==> src/rtl/mdu_issue_ctrl.sv <==
// mdu_issue_ctrl: issue/interlock controller for the multiply-divide unit.
//   It turns E-stage MD instructions into an MDU start pulse and op code, or into
//   a HI/LO write strobe. It counts mult/div latency and drives the D-stage stall.
//   It also flags an MD op that reaches E while the MDU is still busy (overlap).
// Ports:
//   clk, reset (synchronous, active-high)
//   e_valid, e_op[2:0]  - MD instruction in E (0 mult .. 3 divu, 4 mfhi, 5 mflo, 6 mthi, 7 mtlo)
//   d_is_md             - D-stage instruction is an MD op
//   md_start, md_op, md_we - combinational issue signals to the MDU
//   busy, stall_d       - result pending / freeze F-D and bubble E
//   err_ovl             - sticky overlap error
// Optional feature macro MDU_FLUSH_EN adds:
//   flush    (in)  - exception/eret flush of E
//   md_abort (out) - a flush killed an in-flight mult/div
// Without the macro, a started mult/div always runs to completion.
module mdu_issue_ctrl #(
  parameter int MULT_LAT = 5,
  parameter int DIV_LAT  = 10,
  parameter int CNT_W    = 5
) (
  input  logic       clk,
  input  logic       reset,
  input  logic       e_valid,
  input  logic [2:0] e_op,
  input  logic       d_is_md,
`ifdef MDU_FLUSH_EN
  input  logic       flush,
  output logic       md_abort,
`endif
  output logic       md_start,
  output logic [2:0] md_op,
  output logic       md_we,
  output logic       busy,
  output logic       stall_d,
  output logic       err_ovl
);

  // The latency counter must be able to hold both latencies, and a zero
  // latency has no meaning.
  if (MULT_LAT <= 0 || DIV_LAT <= 0 ||
      MULT_LAT >= (1 << CNT_W) || DIV_LAT >= (1 << CNT_W)) begin : g_bad_lat
    $error("mdu_issue_ctrl: MULT_LAT/DIV_LAT must be in 1..2**CNT_W-1");
  end

  localparam logic [CNT_W-1:0] MULT_CNT = CNT_W'(MULT_LAT);
  localparam logic [CNT_W-1:0] DIV_CNT  = CNT_W'(DIV_LAT);
  localparam logic [CNT_W-1:0] CNT_ONE  = CNT_W'(1);

  localparam logic [2:0] OP_MFHI = 3'd4;

  typedef enum logic {
    IDLE = 1'b0,
    BUSY = 1'b1
  } state_t;

  state_t           state, state_nxt;
  logic [CNT_W-1:0] cnt, cnt_nxt;
  logic             err_q, err_nxt;
  logic             flush_e;

`ifdef MDU_FLUSH_EN
  assign flush_e = flush;
`else
  assign flush_e = 1'b0;
`endif

  assign err_ovl = err_q;

  // State register. A reset in the middle of BUSY drops the pending
  // operation: the bench and the pipeline never see it complete.
  always_ff @(posedge clk) begin
    if (reset) begin
      state <= IDLE;
      cnt   <= '0;
      err_q <= 1'b0;
    end else begin
      state <= state_nxt;
      cnt   <= cnt_nxt;
      err_q <= err_nxt;
    end
  end

  // Next-state and issue logic. All combinational outputs are held low
  // while reset is asserted, including md_op.
  always_comb begin
    state_nxt = state;
    cnt_nxt   = cnt;
    err_nxt   = err_q;
    md_start  = 1'b0;
    md_op     = 3'd0;
    md_we     = 1'b0;
    busy      = 1'b0;
    stall_d   = 1'b0;
`ifdef MDU_FLUSH_EN
    md_abort  = 1'b0;
`endif

    if (!reset) begin
      // With no E op, present mfhi: it has no side effects in the MDU.
      md_op = e_valid ? e_op : OP_MFHI;

      case (state)
        IDLE: begin
          // A flushed E op must not touch the MDU.
          if (e_valid && !flush_e) begin
            if (!e_op[2]) begin
              // mult/multu/div/divu: e_op[1] selects the divide family.
              md_start  = 1'b1;
              state_nxt = BUSY;
              cnt_nxt   = e_op[1] ? DIV_CNT : MULT_CNT;
            end else if (e_op[1]) begin
              // mthi/mtlo write HI/LO directly. mfhi/mflo only read the result.
              md_we = 1'b1;
            end
          end
        end

        BUSY: begin
          if (flush_e) begin
            // The flush wins over everything else this cycle, including
            // an overlapping E op, so err_ovl is left alone.
            state_nxt = IDLE;
            cnt_nxt   = '0;
`ifdef MDU_FLUSH_EN
            md_abort  = 1'b1;
`endif
          end else begin
            // An MD op in E while busy means the stall was ignored upstream.
            // Drop it (no start, no write) and record the violation.
            if (e_valid) begin
              err_nxt = 1'b1;
            end
            if (cnt == CNT_ONE) begin
              state_nxt = IDLE;
              cnt_nxt   = '0;
            end else begin
              cnt_nxt = cnt - CNT_ONE;
            end
          end
        end

        default: begin
          state_nxt = IDLE;
          cnt_nxt   = '0;
        end
      endcase

      // The start cycle itself counts as busy, so an MD op already in D
      // stalls behind a mult/div issued this cycle.
      busy    = (state == BUSY) | md_start;
      stall_d = d_is_md & busy;
    end
  end

endmodule

==> config.mk <==
export PLATFORM = sky130hd
export DESIGN_NAME = mdu_issue_ctrl
export DESIGN_NICKNAME = d
export VERILOG_FILES = /design/src/rtl/mdu_issue_ctrl.sv
export SDC_FILE = /design/constraint.sdc
export NUM_CORES = 1
export LEC_CHECK = 0
export BUFFER_PORTS_ARGS = -buffer_cell sky130_fd_sc_hd__clkbuf_2
export CORE_AREA = 5 5 42 44
export DETAILED_ROUTE_END_ITERATION = 6
export DIE_AREA = 0 0 47 49
export GPL_TIMING_DRIVEN = 0
export PLACE_DENSITY = 0.68
export SLEW_MARGIN = 20
export SYNTH_ARGS = -nofsm -noshare
export SYNTH_HDL_FRONTEND = slang
export SYNTH_SLANG_ARGS = --single-unit
==> constraint.sdc <==
create_clock -name clk -period 1.75 [get_ports clk]
set_input_delay 0.2625 -clock clk [delete_from_list [all_inputs] [get_ports clk]]
set_output_delay 0.2625 -clock clk [all_outputs]
set_load 0.005 [all_outputs]
# Word-level counts from Yosys, hierarchy flattened

Index checks and enable logic that the tools add are counted.

$add $sub $neg: 1
Equality and inequality tests: 3
Multiplexer cells: 21
Bitwise logic cells: 3
Reduce and logical (&&, ||, !) cells: 2

Operator list:

| operator              | count |
|---|---|
| $mux W5               | 3 |
| $mux W1               | 13 |
| $pmux W5 S2           | 1 |
| $mux W3               | 2 |
| $eq A5 B1 Y1 const B  | 1 |
| $sub A5 B1 Y5 const B | 1 |
| $mux W4               | 1 |
| $ne A2 B2 Y1 const B  | 2 |
| $reduce_and A2 Y1     | 2 |
| $pmux W1 S2           | 1 |
| $and A1 B1 Y1         | 1 |
| $not A1 Y1            | 1 |
| $or A1 B1 Y1          | 1 |

Register bits: 7
Input port bits: 7
Output and inout bits: 8
Word-level logic and storage cells: 33

# Depth between registers and ports, before layout

Word-level depth: 7
Gate-level depth with buffers: 5
Depth with buffers taken out: 5

# Worst setup path after synthesis

OpenSTA, ideal clock, no wires.

Path kind: reg-to-reg
Start point: reg cnt[1]
End point: reg cnt[2]
Data arrival time: 1181 ps
Required time: 1627 ps
Path slack: 446 ps
Cell stages (with the launch flop): 6
Path buffers: 0
Path through: dfxtp_1 > inv_1 > ha_1 > or4b_4 > a21oi_1 > a211oi_1

Word-level cells in the longest chain between the ends: 3

Ends and longest elaborated chain:

| element                                       | line     | RTL |
|---|---|---|
| start, declared                               | 57       | `logic [CNT_W-1:0] cnt, cnt_nxt;` |
| start signal, assigned                        | 78       | `cnt <= cnt_nxt;` |
| $sub A5 B1 Y5 or $eq A5 B1 Y1 (tied branches) | 137, 133 |  |
| $mux W5 (*)                                   | 133      | `if (cnt == CNT_ONE) begin` |
| $pmux W5 S2 (*)                               | 102      | `case (state)` |

Every way passes the cells marked *; elsewhere a longest branch is shown, timed or not.
A chain may end at the register's enable or synchronous reset.

# Final worst setup path

Start point: reg state
End point: out stall_d

Word-level cells in the longest chain between the ends: 5

Ends and longest elaborated chain:

| element                | line | RTL |
|---|---|---|
| start, declared        | 56   | `state_t state, state_nxt;` |
| start signal, assigned | 77   | `state <= state_nxt;` |
| $mux W1                | 102  |  |
| $mux W1                | 98   | `if (!reset) begin` |
| $or A1 B1 Y1 (*)       | 150  | `busy = (state == BUSY) \| md_start;` |
| $and A1 B1 Y1 (*)      | 151  | `stall_d = d_is_md & busy;` |
| $mux W1 (*)            | 98   |  |
| end, declared          | 34   | `output logic stall_d,` |

Every way passes the cells marked *; elsewhere a longest branch is shown, timed or not. The select of a mux whose other input is x is not followed.

==> results_dict.tcl <==
set metrics [dict create \
    status "completed" \
    synth_most_common_cell "nor2_1" \
    avgSynthCellArea_um2 8.030 \
    antennaDiodeCount 0 \
    drt-initial-drc-count 3 \
    cp.arrival_ns 1.25 \
    hold_class "in -> reg" \
    synthXorXnorAreaFrac_pct 0 \
    synth_seq_cells 7 \
    synth_common_cells "nor2_1 (9), dfxtp_1 (7), inv_1 (4)" \
    routed_wl_um 1066 \
    syn_to_final_growth_pct 26.35 \
    setup_violations 0 \
    muxShareOfSynthArea_pct 2.266 \
    die_w_um 47 \
    clock_latency_ns 0.25 \
    ys_async_sr_fraction_pct 0 \
    tightestPinTransition_ns 0.4308 \
    num_vias 455 \
    yosys.area.top_type_share_pct 31.73 \
    seq_area_frac_synth_pct 31.73 \
    synth_top_family_by_area "simple AND/OR/NAND/NOR gates" \
    synth-edff-count 0 \
    hold_viol 0 \
    power.density_mw_per_mm2 795.6 \
    cts_buffers 3 \
    period_minus_slack_ns 1.516 \
    syn_area_um2 441.7 \
    worst_setup_path_start_kind "flip-flop" \
    drtPass1Iterations 2 \
    yosys_warnings 0 \
    grt_remaining_overflow 0 \
    layout.nets 83 \
    dieArea_mm2 0.002303 \
    initial_core_util_pct 31.52 \
    portBuffers 14 \
    synth_area_leaders "dfxtp_1 (32%), nor2_1 (7.6%), and3b_1 (5.9%)" \
    cts-root-buf "clkbuf_4" \
    synth_ff_type "dfxtp_1" \
    required_ns 1.49 \
    clkSinkCount 7 \
    finClkSkew_ns 0.003381 \
    drive_gt1_share_pct 26.03 \
    p_leak_nw 0.2543 \
    power.switching_mw 0.1314 \
    fin_cells 89 \
    antenna_found_initial 0 \
    dp.cells 85 \
    ant_nets 0 \
    post_dp_cell_area_um2 531.8 \
    slew_violations 0 \
    synth_compound_area_share_pct 20.40 \
    clock_tree.buffer_depth 2 \
    grt_pass1_vias 447 \
    cp-end-kind "primary output" \
    row_count 14 \
    synth_fp_nets 64 \
    combPwrFrac_pct 24.1 \
    grt_start_max_net_pins 11 \
    htreeDepth 1 \
    slew_headroom_pct 71.28 \
    grtUsageTotal_pct 11.19 \
    cts_tree "built" \
    power.internal_mw 0.3126 \
    ios 15 \
    final_cell_area_um2 558.0 \
    hpwlAfterDp_um 854.3 \
    postCtsSetupBuffers 0 \
    whs_ns 0.3162 \
    avgViaCountPerCell 5.112 \
    drc 0 \
    crit_fanout 10 \
    p_clk_share_pct 33.1 \
    yosysUniqueCellTypes 27 \
    tns_ns 0 \
    synth_top_area_cell "dfxtp_1" \
    design.core.area_mm2 0.001401 \
    place.gp.congestion 0.8205 \
    max_freq_mhz 659.5 \
    grt_setup_unrepaired "no" \
    wire_per_inst_um 11.98 \
    worstSetupPathType "reg -> out" \
    power_switching_share_pct 29.60 \
    seq_power_share_pct 42.8 \
    hold_buffers 0 \
    clkTransAtPathRegs_ns 0.05 \
    postCtsResizedCells 0 \
    synthCells 55 \
    ir_drop_v 0.0004797 \
    grt_pass1_wl_um 1876 \
    finalCritPeriodShare_pct 86.64 \
    drv_cap 0 \
    fp.dieH_um 49 \
    synthAdderAreaFrac_pct 5.666 \
    yosys.area_share.simple_pct 34.56 \
]
[state kept, by name, indices dropped and copies added, names as in the netlist]
| register | flops |
|---|---|
| cnt | 5 |
| err_ovl | 1 |
| state | 1 |
[routing by layer]
| metal | GRT usage [%] | wire [um] | share of wire, % | vias to the layer above |
|---|---|---|---|---|
| li1 | - | - | - | 238 |
| met1 | 14.25 | 494 | 46 | 196 |
| met2 | 16.06 | 467 | 44 | 17 |
| met3 | 2.952 | 77 | 7.2 | 4 |
| met4 | 6.912 | 26 | 2.4 | 0 |
| met5 | 0 | 0 | 0 | - |
[critical path, cell delays in order, from the launching register on]
cell and delay [ns]:
dfxtp_1 0.37, buf_2 0.22, nor2_1 0.10, nor3b_1 0.18
clkbuf_2 0.14
[worst paths after layout]
check	start	endpoint	slack (ns)	depth (start not counted)
max	state	stall_d	0.23	4
min	e_valid	err_ovl	0.32	3
max reg2reg	cnt[1]	cnt[2]	0.36	5
min reg2reg	err_ovl	err_ovl	0.47	2
[power by group through the flow]
stage	Sequential [mW]	Clock [mW]	Combinational (mW)
finish	0.190	0.147	0.107
floorplan	0.189	0	0.0757
global route	0.193	0.163	0.122
global placement	0.192	0	0.106
detailed placement	0.193	0	0.108
CTS	0.190	0.151	0.108
[through the flow]
step / utilization [%] / worst slack (ns) / power [mW]
finish: 39.82 / 0.2337 / 0.4440
detailed placement: 37.95 / 0.3268 / 0.3012
global placement: 37.95 / 0.3312 / 0.2981
CTS: 39.82 / 0.2216 / 0.4494
global route: 39.82 / 0.1358 / 0.4776
floorplan: - / 0.4462 / 0.2646
[final cells by class]
class | instances | area [um2]
plain buffers | 2 | 8.758
clock buffers | 4 | 26.28
fillers | 158 | 843.3
inverters | 4 | 15.01
multi-input cells | 42 | 277.8
flip-flops and latches | 7 | 140.1
well taps | 16 | 20.02
repair buffers | 14 | 70.07
[cells by family (layout without fill, tap and decap cells)]
| group | count (synthesis) | after routing |
|---|---|---|
| simple gates | 26 | 26 |
| buf+inv | 6 | 24 |
| flops | 7 | 7 |
| compound gates | 13 | 13 |
| mux | 1 | 1 |
| fa+ha+maj | 2 | 2 |
[placed cells by master (no fill, tap or decap), drive strengths merged]
| cell | count |
|---|---|
| a211o | 1 |
| a211oi | 3 |
| a21o | 1 |
| a21oi | 3 |
| a311oi | 1 |
| and3 | 1 |
| and3b | 3 |
| buf | 2 |
| clkbuf | 18 |
| dfxtp | 7 |
| ha | 2 |
| inv | 4 |
| mux2i | 1 |
| nand2 | 1 |
| nand2b | 2 |
| nand3 | 1 |
| nand4 | 1 |
| nand4b | 1 |
| nor2 | 9 |
| nor2b | 1 |
| nor3 | 3 |
| nor3b | 2 |
| o21ai | 1 |
| o22ai | 1 |
| o311ai | 1 |
| o31ai | 1 |
| or4b | 1 |
Power figures use the tool's default switching activity.
